File: config.mk
export PLATFORM = sky130hd
export DESIGN_NAME = wall_follower
export DESIGN_NICKNAME = d
export VERILOG_FILES = /design/src/rtl/wall_follower.sv
export SDC_FILE = /design/constraint.sdc
export NUM_CORES = 1
export LEC_CHECK = 0
export CELL_PAD_IN_SITES_DETAIL_PLACEMENT = 2
export CELL_PAD_IN_SITES_GLOBAL_PLACEMENT = 2
export CORE_ASPECT_RATIO = 0.9
export CORE_MARGIN = 2
export CORE_UTILIZATION = 33
export CTS_CLUSTER_SIZE = 14
export DETAILED_ROUTE_END_ITERATION = 7
export GPL_TIMING_DRIVEN = 1
export PLACE_DENSITY = 0.85
export SLEW_MARGIN = 5
export SYNTH_ARGS = -nofsm -noshare
export SYNTH_HDL_FRONTEND = slang
export SYNTH_SLANG_ARGS = --single-unit
File: constraint.sdc
create_clock -name clk -period 4 [get_ports clk]
set_input_delay 0.6 -clock clk [delete_from_list [all_inputs] [get_ports clk]]
set_output_delay 0.6 -clock clk [all_outputs]
set_load 0.01 [all_outputs]
File: src/rtl/wall_follower.sv
`default_nettype none
// ============================================================================
// Module      : wall_follower
// Description : Right/left-hand wall-following maze walker driving an external
//               1-bit-per-cell maze memory (read strobe, visited-write strobe).
// Revision    : 1.0
// ============================================================================
module wall_follower #(
   parameter int MAZE_WIDTH = 6,
   parameter int STEP_W     = 12
) (
   input  logic                  clk,
   input  logic                  rst,
   input  logic                  start,
   input  logic [MAZE_WIDTH-1:0] starting_row,
   input  logic [MAZE_WIDTH-1:0] starting_col,
   input  logic [1:0]            start_dir,
   input  logic                  hand_sel,
   input  logic                  maze_in,
   output logic [MAZE_WIDTH-1:0] row,
   output logic [MAZE_WIDTH-1:0] col,
   output logic                  maze_oe,
   output logic                  maze_we,
   output logic                  done,
   output logic                  fail,
   output logic [STEP_W-1:0]     step_count
);
   localparam logic [MAZE_WIDTH-1:0] POS_MAX   = '1;
   localparam logic [MAZE_WIDTH-1:0] POS_ONE   = MAZE_WIDTH'(1);
   localparam logic [STEP_W-1:0]     MAX_STEPS = '1;
   localparam logic [STEP_W-1:0]     STEP_ONE  = STEP_W'(1);
   localparam logic [1:0]            DIR_S     = 2'd0;
   localparam logic [1:0]            DIR_E     = 2'd1;
   localparam logic [1:0]            DIR_N     = 2'd2;

   typedef enum logic [2:0] {
      ST_IDLE, ST_MARK, ST_SIDE_RD, ST_SIDE_EV,
      ST_FRONT_RD, ST_FRONT_EV, ST_DONE, ST_FAIL
   } state_t;

   state_t                  state, state_n;
   logic [MAZE_WIDTH-1:0]   cur_row, cur_row_n, cur_col, cur_col_n;
   logic [MAZE_WIDTH-1:0]   row_n, col_n;
   logic [1:0]              cur_dir, dir_n, turns, turns_n;
   logic                    hand, hand_n;
   logic                    maze_oe_n, maze_we_n, done_n, fail_n;
   logic [STEP_W-1:0]       step_n;

   function automatic logic nb_ok(input logic [MAZE_WIDTH-1:0] r,
                                  input logic [MAZE_WIDTH-1:0] c,
                                  input logic [1:0]            d);
      case (d)
         DIR_S:   nb_ok = (r != POS_MAX);
         DIR_E:   nb_ok = (c != POS_MAX);
         DIR_N:   nb_ok = (r != '0);
         default: nb_ok = (c != '0);
      endcase
   endfunction

   function automatic logic [MAZE_WIDTH-1:0] nb_row(input logic [MAZE_WIDTH-1:0] r,
                                                    input logic [1:0]            d);
      case (d)
         DIR_S:   nb_row = r + POS_ONE;
         DIR_N:   nb_row = r - POS_ONE;
         default: nb_row = r;
      endcase
   endfunction

   function automatic logic [MAZE_WIDTH-1:0] nb_col(input logic [MAZE_WIDTH-1:0] c,
                                                    input logic [1:0]            d);
      case (d)
         DIR_E:   nb_col = c + POS_ONE;
         DIR_N,
         DIR_S:   nb_col = c;
         default: nb_col = c - POS_ONE;
      endcase
   endfunction

   logic [1:0]            side_dir, away_dir;
   logic                  side_ok, front_ok, away_ok, on_border;
   logic [MAZE_WIDTH-1:0] side_row, side_col, front_row, front_col, away_row, away_col;

   assign side_dir  = hand ? cur_dir + 2'd1 : cur_dir - 2'd1;
   assign away_dir  = hand ? cur_dir - 2'd1 : cur_dir + 2'd1;
   assign side_ok   = nb_ok(cur_row, cur_col, side_dir);
   assign front_ok  = nb_ok(cur_row, cur_col, cur_dir);
   assign away_ok   = nb_ok(cur_row, cur_col, away_dir);
   assign side_row  = nb_row(cur_row, side_dir);
   assign side_col  = nb_col(cur_col, side_dir);
   assign front_row = nb_row(cur_row, cur_dir);
   assign front_col = nb_col(cur_col, cur_dir);
   assign away_row  = nb_row(cur_row, away_dir);
   assign away_col  = nb_col(cur_col, away_dir);
   assign on_border = (cur_row == '0) || (cur_row == POS_MAX) ||
                      (cur_col == '0) || (cur_col == POS_MAX);

   always_ff @(posedge clk) begin
      if (rst) begin
         state      <= ST_IDLE;
         cur_row    <= '0;
         cur_col    <= '0;
         cur_dir    <= DIR_S;
         hand       <= 1'b0;
         turns      <= '0;
         row        <= '0;
         col        <= '0;
         maze_oe    <= 1'b0;
         maze_we    <= 1'b0;
         done       <= 1'b0;
         fail       <= 1'b0;
         step_count <= '0;
      end else begin
         state      <= state_n;
         cur_row    <= cur_row_n;
         cur_col    <= cur_col_n;
         cur_dir    <= dir_n;
         hand       <= hand_n;
         turns      <= turns_n;
         row        <= row_n;
         col        <= col_n;
         maze_oe    <= maze_oe_n;
         maze_we    <= maze_we_n;
         done       <= done_n;
         fail       <= fail_n;
         step_count <= step_n;
      end
   end

   // Strobes and addresses are computed one state ahead so they are registered
   // in the cycle of the state that owns them.
   logic                  do_move, do_front, do_turn;
   logic [1:0]            mv_dir;
   logic [MAZE_WIDTH-1:0] mv_row, mv_col;

   always_comb begin
      state_n   = state;
      cur_row_n = cur_row;
      cur_col_n = cur_col;
      dir_n     = cur_dir;
      hand_n    = hand;
      turns_n   = turns;
      row_n     = row;
      col_n     = col;
      maze_oe_n = 1'b0;
      maze_we_n = 1'b0;
      done_n    = done;
      fail_n    = fail;
      step_n    = step_count;
      do_move   = 1'b0;
      do_front  = 1'b0;
      do_turn   = 1'b0;
      mv_dir    = cur_dir;
      mv_row    = front_row;
      mv_col    = front_col;

      case (state)
         ST_IDLE, ST_DONE, ST_FAIL: begin
            if (start) begin
               state_n   = ST_MARK;
               cur_row_n = starting_row;
               cur_col_n = starting_col;
               dir_n     = start_dir;
               hand_n    = hand_sel;
               turns_n   = '0;
               step_n    = '0;
               done_n    = 1'b0;
               fail_n    = 1'b0;
               maze_we_n = 1'b1;
               row_n     = starting_row;
               col_n     = starting_col;
            end
         end
         ST_MARK: begin
            if ((step_count != '0) && on_border) begin
               state_n = ST_DONE;
               done_n  = 1'b1;
            end else begin
               state_n = ST_SIDE_RD;
               if (side_ok) begin
                  maze_oe_n = 1'b1;
                  row_n     = side_row;
                  col_n     = side_col;
               end
            end
         end
         ST_SIDE_RD: begin
            if (side_ok) state_n = ST_SIDE_EV;
            else         do_front = 1'b1;
         end
         ST_SIDE_EV: begin
            if (!maze_in) begin
               do_move = 1'b1;
               mv_dir  = side_dir;
               mv_row  = side_row;
               mv_col  = side_col;
            end else begin
               do_front = 1'b1;
            end
         end
         ST_FRONT_RD: begin
            if (front_ok) state_n = ST_FRONT_EV;
            else          do_turn = 1'b1;
         end
         ST_FRONT_EV: begin
            if (!maze_in) do_move = 1'b1;
            else          do_turn = 1'b1;
         end
         default: state_n = ST_IDLE;
      endcase

      if (do_move) begin
         if (step_count == MAX_STEPS) begin
            state_n = ST_FAIL;
            fail_n  = 1'b1;
         end else begin
            state_n   = ST_MARK;
            dir_n     = mv_dir;
            cur_row_n = mv_row;
            cur_col_n = mv_col;
            step_n    = step_count + STEP_ONE;
            turns_n   = '0;
            maze_we_n = 1'b1;
            row_n     = mv_row;
            col_n     = mv_col;
         end
      end

      if (do_front) begin
         state_n = ST_FRONT_RD;
         if (front_ok) begin
            maze_oe_n = 1'b1;
            row_n     = front_row;
            col_n     = front_col;
         end
      end

      // Four walls in a row without a move means the walker is boxed in.
      if (do_turn) begin
         if (turns == 2'd3) begin
            state_n = ST_FAIL;
            fail_n  = 1'b1;
         end else begin
            state_n = ST_FRONT_RD;
            turns_n = turns + 2'd1;
            dir_n   = away_dir;
            if (away_ok) begin
               maze_oe_n = 1'b1;
               row_n     = away_row;
               col_n     = away_col;
            end
         end
      end
   end
endmodule
`default_nettype wire

==> results of run 1 <==
-- synthesized netlist by cell type, types with 11 or more instances --
cell type	instances	area [µm²]
inv_1	15	56.3
dfxtp_1	48	961
nand3_1	14	70.1
nand2_1	71	267
xnor2_1	19	166
nor2_1	48	180
a211oi_1	11	82.6
a21oi_1	48	240
clkbuf_1	25	93.8
o21ai_0	24	120
and3_1	15	93.8
ha_1	13	163
nor3_1	21	105
xor2_1	12	105
-- kinds of logic after synthesis --
family / after synthesis
buffers and inverters: 58
AO/OA/AOI/OAI: 187
flip-flops: 48
AND/OR/NAND/NOR: 216
multiplexers: 18
XOR/XNOR: 32
adder cells (fa/ha/maj): 13
-- worst max-delay path by stage --
stage	to	slack, ns	depth (start not counted)
after global routing	cur_dir[1]$_SDFF_PP0_	0.47	8
after global placement	col[4]$_SDFF_PP0_	0.78	9
after CTS	cur_dir[1]$_SDFF_PP0_	0.72	8
final	cur_dir[1]$_SDFF_PP0_	0.66	8
after floorplan	row[2]$_SDFF_PP0_	0.95	10
after detailed placement	col[1]$_SDFF_PP0_	0.62	9
-- power breakdown --
part / switching, mW / internal (mW)
Clock: 0.225 / 0.235
Combinational: 1.79 / 1.17
Sequential: 0.226 / 0.606
-- state kept, by name, indices dropped and copies added, names as in the netlist --
| register | count |
|---|---|
| row | 6 |
| maze_we | 1 |
| cur_col | 6 |
| col | 6 |
| cur_dir | 2 |
| hand | 1 |
| done | 1 |
| maze_oe | 1 |
| turns | 2 |
| step_count | 12 |
| state | 3 |
| fail | 1 |
| cur_row | 6 |
-- tightest hold or removal path: stages, from the launching register on --
cell and delay (ns):
dfxtp_1 0.32, nand3_1 0.07, a21oi_1 0.06
-- per-stage QoR --
stage / setup WS [ns] / cell area [µm²] / total power, mW / util, % / instances
6_report: 0.662 / 5020 / 4.25 / 39.7 / 764
5_1_grt: 0.468 / 5020 / 4.53 / 39.7 / 764
4_1_cts: 0.722 / 5020 / 4.23 / 39.7 / 764
3_5_place_dp: 0.616 / 4870 / 3.75 / 38.5 / 756
3_3_place_gp: 0.784 / 4870 / 3.56 / 38.5 / 756
2_1_floorplan: 0.948 / 4270 / 2.79 / - / 572
-- layer usage --
metal / share of wire [%] / wire length, µm / global-route usage [%] / vias up
met4: 3.7 / 675 / 11.1 / 0
met2: 46 / 8460 / 44.6 / 108
li1: - / - / - / 2155
met3: 4.5 / 818 / 3.18 / 48
met1: 46 / 8380 / 36.6 / 2391
met5: 0 / 0 / 0 / -
-- layout make-up --
cell class / instances / area, µm² / area share (%)
Clock inverter: 3 / 22.5 / 0.449
Timing Repair Buffer: 62 / 581 / 11.6
Inverter: 16 / 60.1 / 1.20
Tap cell: 164 / 205 / 4.09
Sequential cell: 48 / 961 / 19.1
Multi-Input combinational cell: 466 / 3060 / 61.1
Clock buffer: 5 / 125 / 2.49
==> impl_metrics.json, run 1 <==
{
  "yosys_warnings": 0,
  "ioPinCount": 47,
  "worstHoldEndpoint": "turns[1]$_SDFF_PP0_",
  "worst-path-buf-inv": 0,
  "final_cell_mix": "nand2_1, a21oi_1, dfxtp_1, nor2_1, clkdlybuf4s50_1",
  "rows": 39,
  "area_growth_pct": 17.6,
  "drv_slew": 0,
  "post-cts-setup-buffers": 0,
  "path_class": "reg -> reg",
  "max_stage_delay_ns": 0.79,
  "drt-vias-per-instance": 6.15,
  "min_period_ns": 3.34,
  "root_buffer": "clkbuf_16",
  "firstDrtPassIters": 4,
  "htree_num_levels": 2,
  "tns_ns": 0,
  "avgSynthCellArea_um2": 7.46,
  "finalSetupViolCount": 0,
  "synth_cell_types": 78,
  "clock_sinks": 48,
  "layout.nets": 631,
  "start_util_pct": 33.8,
  "max_freq_ghz": 0.300,
  "vias": 4702,
  "wl_um": 18300,
  "synth-xor-area-share_pct": 7.01,
  "cp-end-kind": "flip-flop",
  "cts_buffers": 5,
  "clk_path_buf_depth": 2,
  "coreArea_mm2": 0.0126,
  "cts.hold.buffers_added": 0,
  "crit_family": "simple AND/OR/NAND/NOR gates",
  "dieArea_mm2": 0.0139,
  "startpoint": "step_count[0]$_SDFF_PP0_",
  "grt_setup_unrepaired": "false",
  "synth.cell_area_mm2": 0.00427,
  "hold_depth": 2,
  "syn_nets": 604,
  "leakagePower_nw": 1.78,
  "dp_hpwl_um": 13300,
  "numPortBuffers": 46,
  "clk_latency_ns": 0.31,
  "grt_pass1_wl_um": 29100,
  "cts_tree": "built",
  "hp-class": "reg -> reg",
  "synthAdderAreaFrac_pct": 3.81,
  "synth_mux_area_share_pct": 5.34,
  "yosys.area_share.simple_pct": 24.6,
  "vdd_ir_drop_max_v": 0.000289,
  "die_h_um": 112,
  "drive_gt1_share_pct": 9.50,
  "path_max_fanout": 21,
  "wire_per_inst_um": 24.0,
  "r2r_slack_ns": 0.66,
  "maxSlewHeadroom_pct": 42.4,
  "required_ns": 4.24,
  "r2r_end": "cur_dir[1]$_SDFF_PP0_",
  "diodes": 0,
  "clk_pin_slew_worst_paths_ns": 0.08,
  "n_fill_cell": 1486,
  "cp-start-kind": "flip-flop",
  "grt-ovfl-total": 0,
  "drtAntennaViolNets": 0,
  "ys_seq_elements": 48,
  "clock-skew-final_ns": 0.00562,
  "synth_compound_area_share_pct": 30.8,
  "final_common_cell": "nand2_1",
  "die_w_um": 124,
  "gp_congestion": 0.894,
  "syn_inst": 572,
  "drv_cap": 0,
  "antenna_found_initial": 0,
  "outcome": "complete, no violations",
  "tightest_slew_ns": 0.863,
  "holdWs_ns": 0.495,
  "critical_path.cell_chain": "ha_1 -> nand3_1 -> nor4_2 -> or2_2 -> o21ai_0 -> a221oi_1 -> mux2i_1 -> nor2_1",
  "final-hold-violation-count": 0,
  "grt_use_total_pct": 27.4,
  "synth_top_family_by_area": "compound AO/OA/AOI/OAI gates",
  "arrival_ns": 3.58,
  "critPathSlowestCell": "nor4_2",
  "post-route-period-util_pct": 83.5,
  "r2r_start": "step_count[0]$_SDFF_PP0_",
  "first_global_vias": 5203,
  "ys.flop_type": "dfxtp_1",
  "powerDensity_mw_per_mm2": 847,
  "yosysSeqAreaShare_pct": 22.5,
  "cts_resized": 0,
  "drtIter0Drc": 258,
  "r2r_cells": 8,
  "remaining_drc_errors": 0,
  "synth_edf_count": 0,
  "hold_start": "turns[1]$_SDFF_PP0_",
  "async_flop_share_pct": 0,
  "grt_max_degree": 31
}
(Power assumes the default switching activity.)
==> inputs of run 2 (changes only) <==
clock period = 3.15 ns   (was 4 ns; I/O delays follow)
==> run 2 against run 1 <==
Clock power grew 45%. Fmax up 14%. Worst hold slack better by 0.0081 ns. Core utilization up 1.3 points. Clock-buffer cell count unchanged. Largest power group unchanged.
==> impl_metrics.json, run 2 (same netlist as run 1, synthesis figures left out) <==
{
  "outcome": "complete, no violations",
  "drv_cap": 0,
  "arrival_ns": 3.16,
  "grt_use_total_pct": 27.7,
  "vias": 4775,
  "die_w_um": 124,
  "grt-ovfl-total": 0,
  "crit_family": "compound AO/OA/AOI/OAI gates",
  "start_util_pct": 33.8,
  "cts_buffers": 5,
  "critPathSlowestCell": "mux4_2",
  "final-hold-violation-count": 0,
  "largest_register": "step_count",
  "post-route-period-util_pct": 93.1,
  "clock-skew-final_ns": 0.00942,
  "wl_um": 18600,
  "dp_hpwl_um": 13500,
  "drt-vias-per-instance": 6.11,
  "tightest_slew_ns": 0.688,
  "rows": 39,
  "first_global_vias": 5148,
  "hp-class": "reg -> reg",
  "clk_latency_ns": 0.31,
  "path_depth": 8,
  "gp_congestion": 0.907,
  "path_class": "reg -> reg",
  "maxSlewHeadroom_pct": 54.1,
  "max_freq_ghz": 0.341,
  "max_stage_delay_ns": 0.65,
  "r2r_cells": 8,
  "root_buffer": "clkbuf_16",
  "clk_pin_slew_worst_paths_ns": 0.08,
  "dpl_worst_slack_ns": 0.153,
  "cp-end-kind": "flip-flop",
  "cp-start-kind": "flip-flop",
  "cts_tree": "built",
  "finalSetupViolCount": 0,
  "firstDrtPassIters": 5,
  "grt_pass1_wl_um": 29400,
  "final_common_cell": "nand2_1",
  "grt_max_degree": 30,
  "path_max_fanout": 10,
  "drtAntennaViolNets": 0,
  "worst-path-buf-inv": 0,
  "area_growth_pct": 21.3,
  "final-seq-area_um2": 962,
  "diodes": 0,
  "required_ns": 3.38,
  "remaining_drc_errors": 0,
  "htree_num_levels": 2,
  "vdd_ir_drop_max_v": 0.000345,
  "layout_setup_ws_ns": 0.218,
  "power_mw": 5.62,
  "drive_gt1_share_pct": 12.3,
  "clk_path_buf_depth": 2,
  "numPortBuffers": 46,
  "cts_resized": 0,
  "ioPinCount": 47,
  "largest_reg_flops": 12,
  "wire_per_inst_um": 23.8,
  "dieArea_mm2": 0.0139,
  "leakagePower_nw": 1.88,
  "hold_depth": 2,
  "powerDensity_mw_per_mm2": 1090,
  "tns_ns": 0,
  "min_period_ns": 2.93,
  "cts.hold.buffers_added": 0,
  "post-cts-setup-buffers": 0,
  "drv_slew": 0,
  "critical_path.cell_chain": "ha_1 -> and3_1 -> nand3_1 -> mux4_2 -> o21ai_2 -> nand2_2 -> o21a_1 -> a221oi_2",
  "coreArea_mm2": 0.0126,
  "drtIter0Drc": 352,
  "final_cell_mix": "nand2_1, a21oi_1, nor2_1, dfxtp_1, clkdlybuf4s50_1",
  "n_fill_cell": 1482,
  "antenna_found_initial": 0,
  "grt_setup_unrepaired": "false",
  "die_h_um": 112,
  "multi_input_area_mm2": 0.00307,
  "layout.nets": 648,
  "clock_sinks": 48
}
run 2: changes by cell type in the layout (fill, tap and decap cells not counted), sizes merged:
cell    previous run  this run
buf               16        33
bufinv             0         1
inv               16        15
run 2: routing by layer:
metal  GRT usage, %  vias up  routed length (µm)
met3           3.79       38                 906
met2           45.2      135                8880
met5              0        -                   0
li1               -     2187                   -
met4           8.86        0                 482
met1           37.6     2415                8300
run 2: per-stage QoR:
step | utilization (%) | hold WS (ns) | area, µm² | cells
finish | 41.0 | 0.503 | 5180 | 781
global route | 41.0 | 0.532 | 5180 | 781
CTS | 40.9 | 0.512 | 5170 | 781
detailed placement | 39.6 | 0.501 | 5000 | 773
global placement | 39.6 | 0.460 | 5000 | 773
floorplan | - | 0.452 | 4270 | 572
run 2: cell type report:
type	instances	share of cell area [%]
clock inverters	3	0.918
well taps	164	3.96
clock buffers	5	2.42
inverters	16	1.16
flip-flops and latches	48	18.6
repair buffers	79	13.7
multi-input cells	466	59.3
run 2: path summary, 6_finish.rpt:
kind,startpoint,end,slack [ns]
setup / recovery,cur_col[0]$_SDFF_PP0_,row[1]$_SDFF_PP0_,0.22
hold / removal,fail$_SDFF_PP0_,fail$_SDFF_PP0_,0.50
setup reg to reg,cur_col[0]$_SDFF_PP0_,row[1]$_SDFF_PP0_,0.22
hold reg to reg,fail$_SDFF_PP0_,fail$_SDFF_PP0_,0.50
run 2: worst min-delay path, cell delays in order, from the launching register on:
cell     delay [ns]
dfxtp_1        0.31
nand2_1        0.06
a31oi_1        0.08
run 2: where the power goes:
group	switching, mW	internal (mW)
sequential	0.211	0.771
combinational	2.40	1.57
clock	0.289	0.379
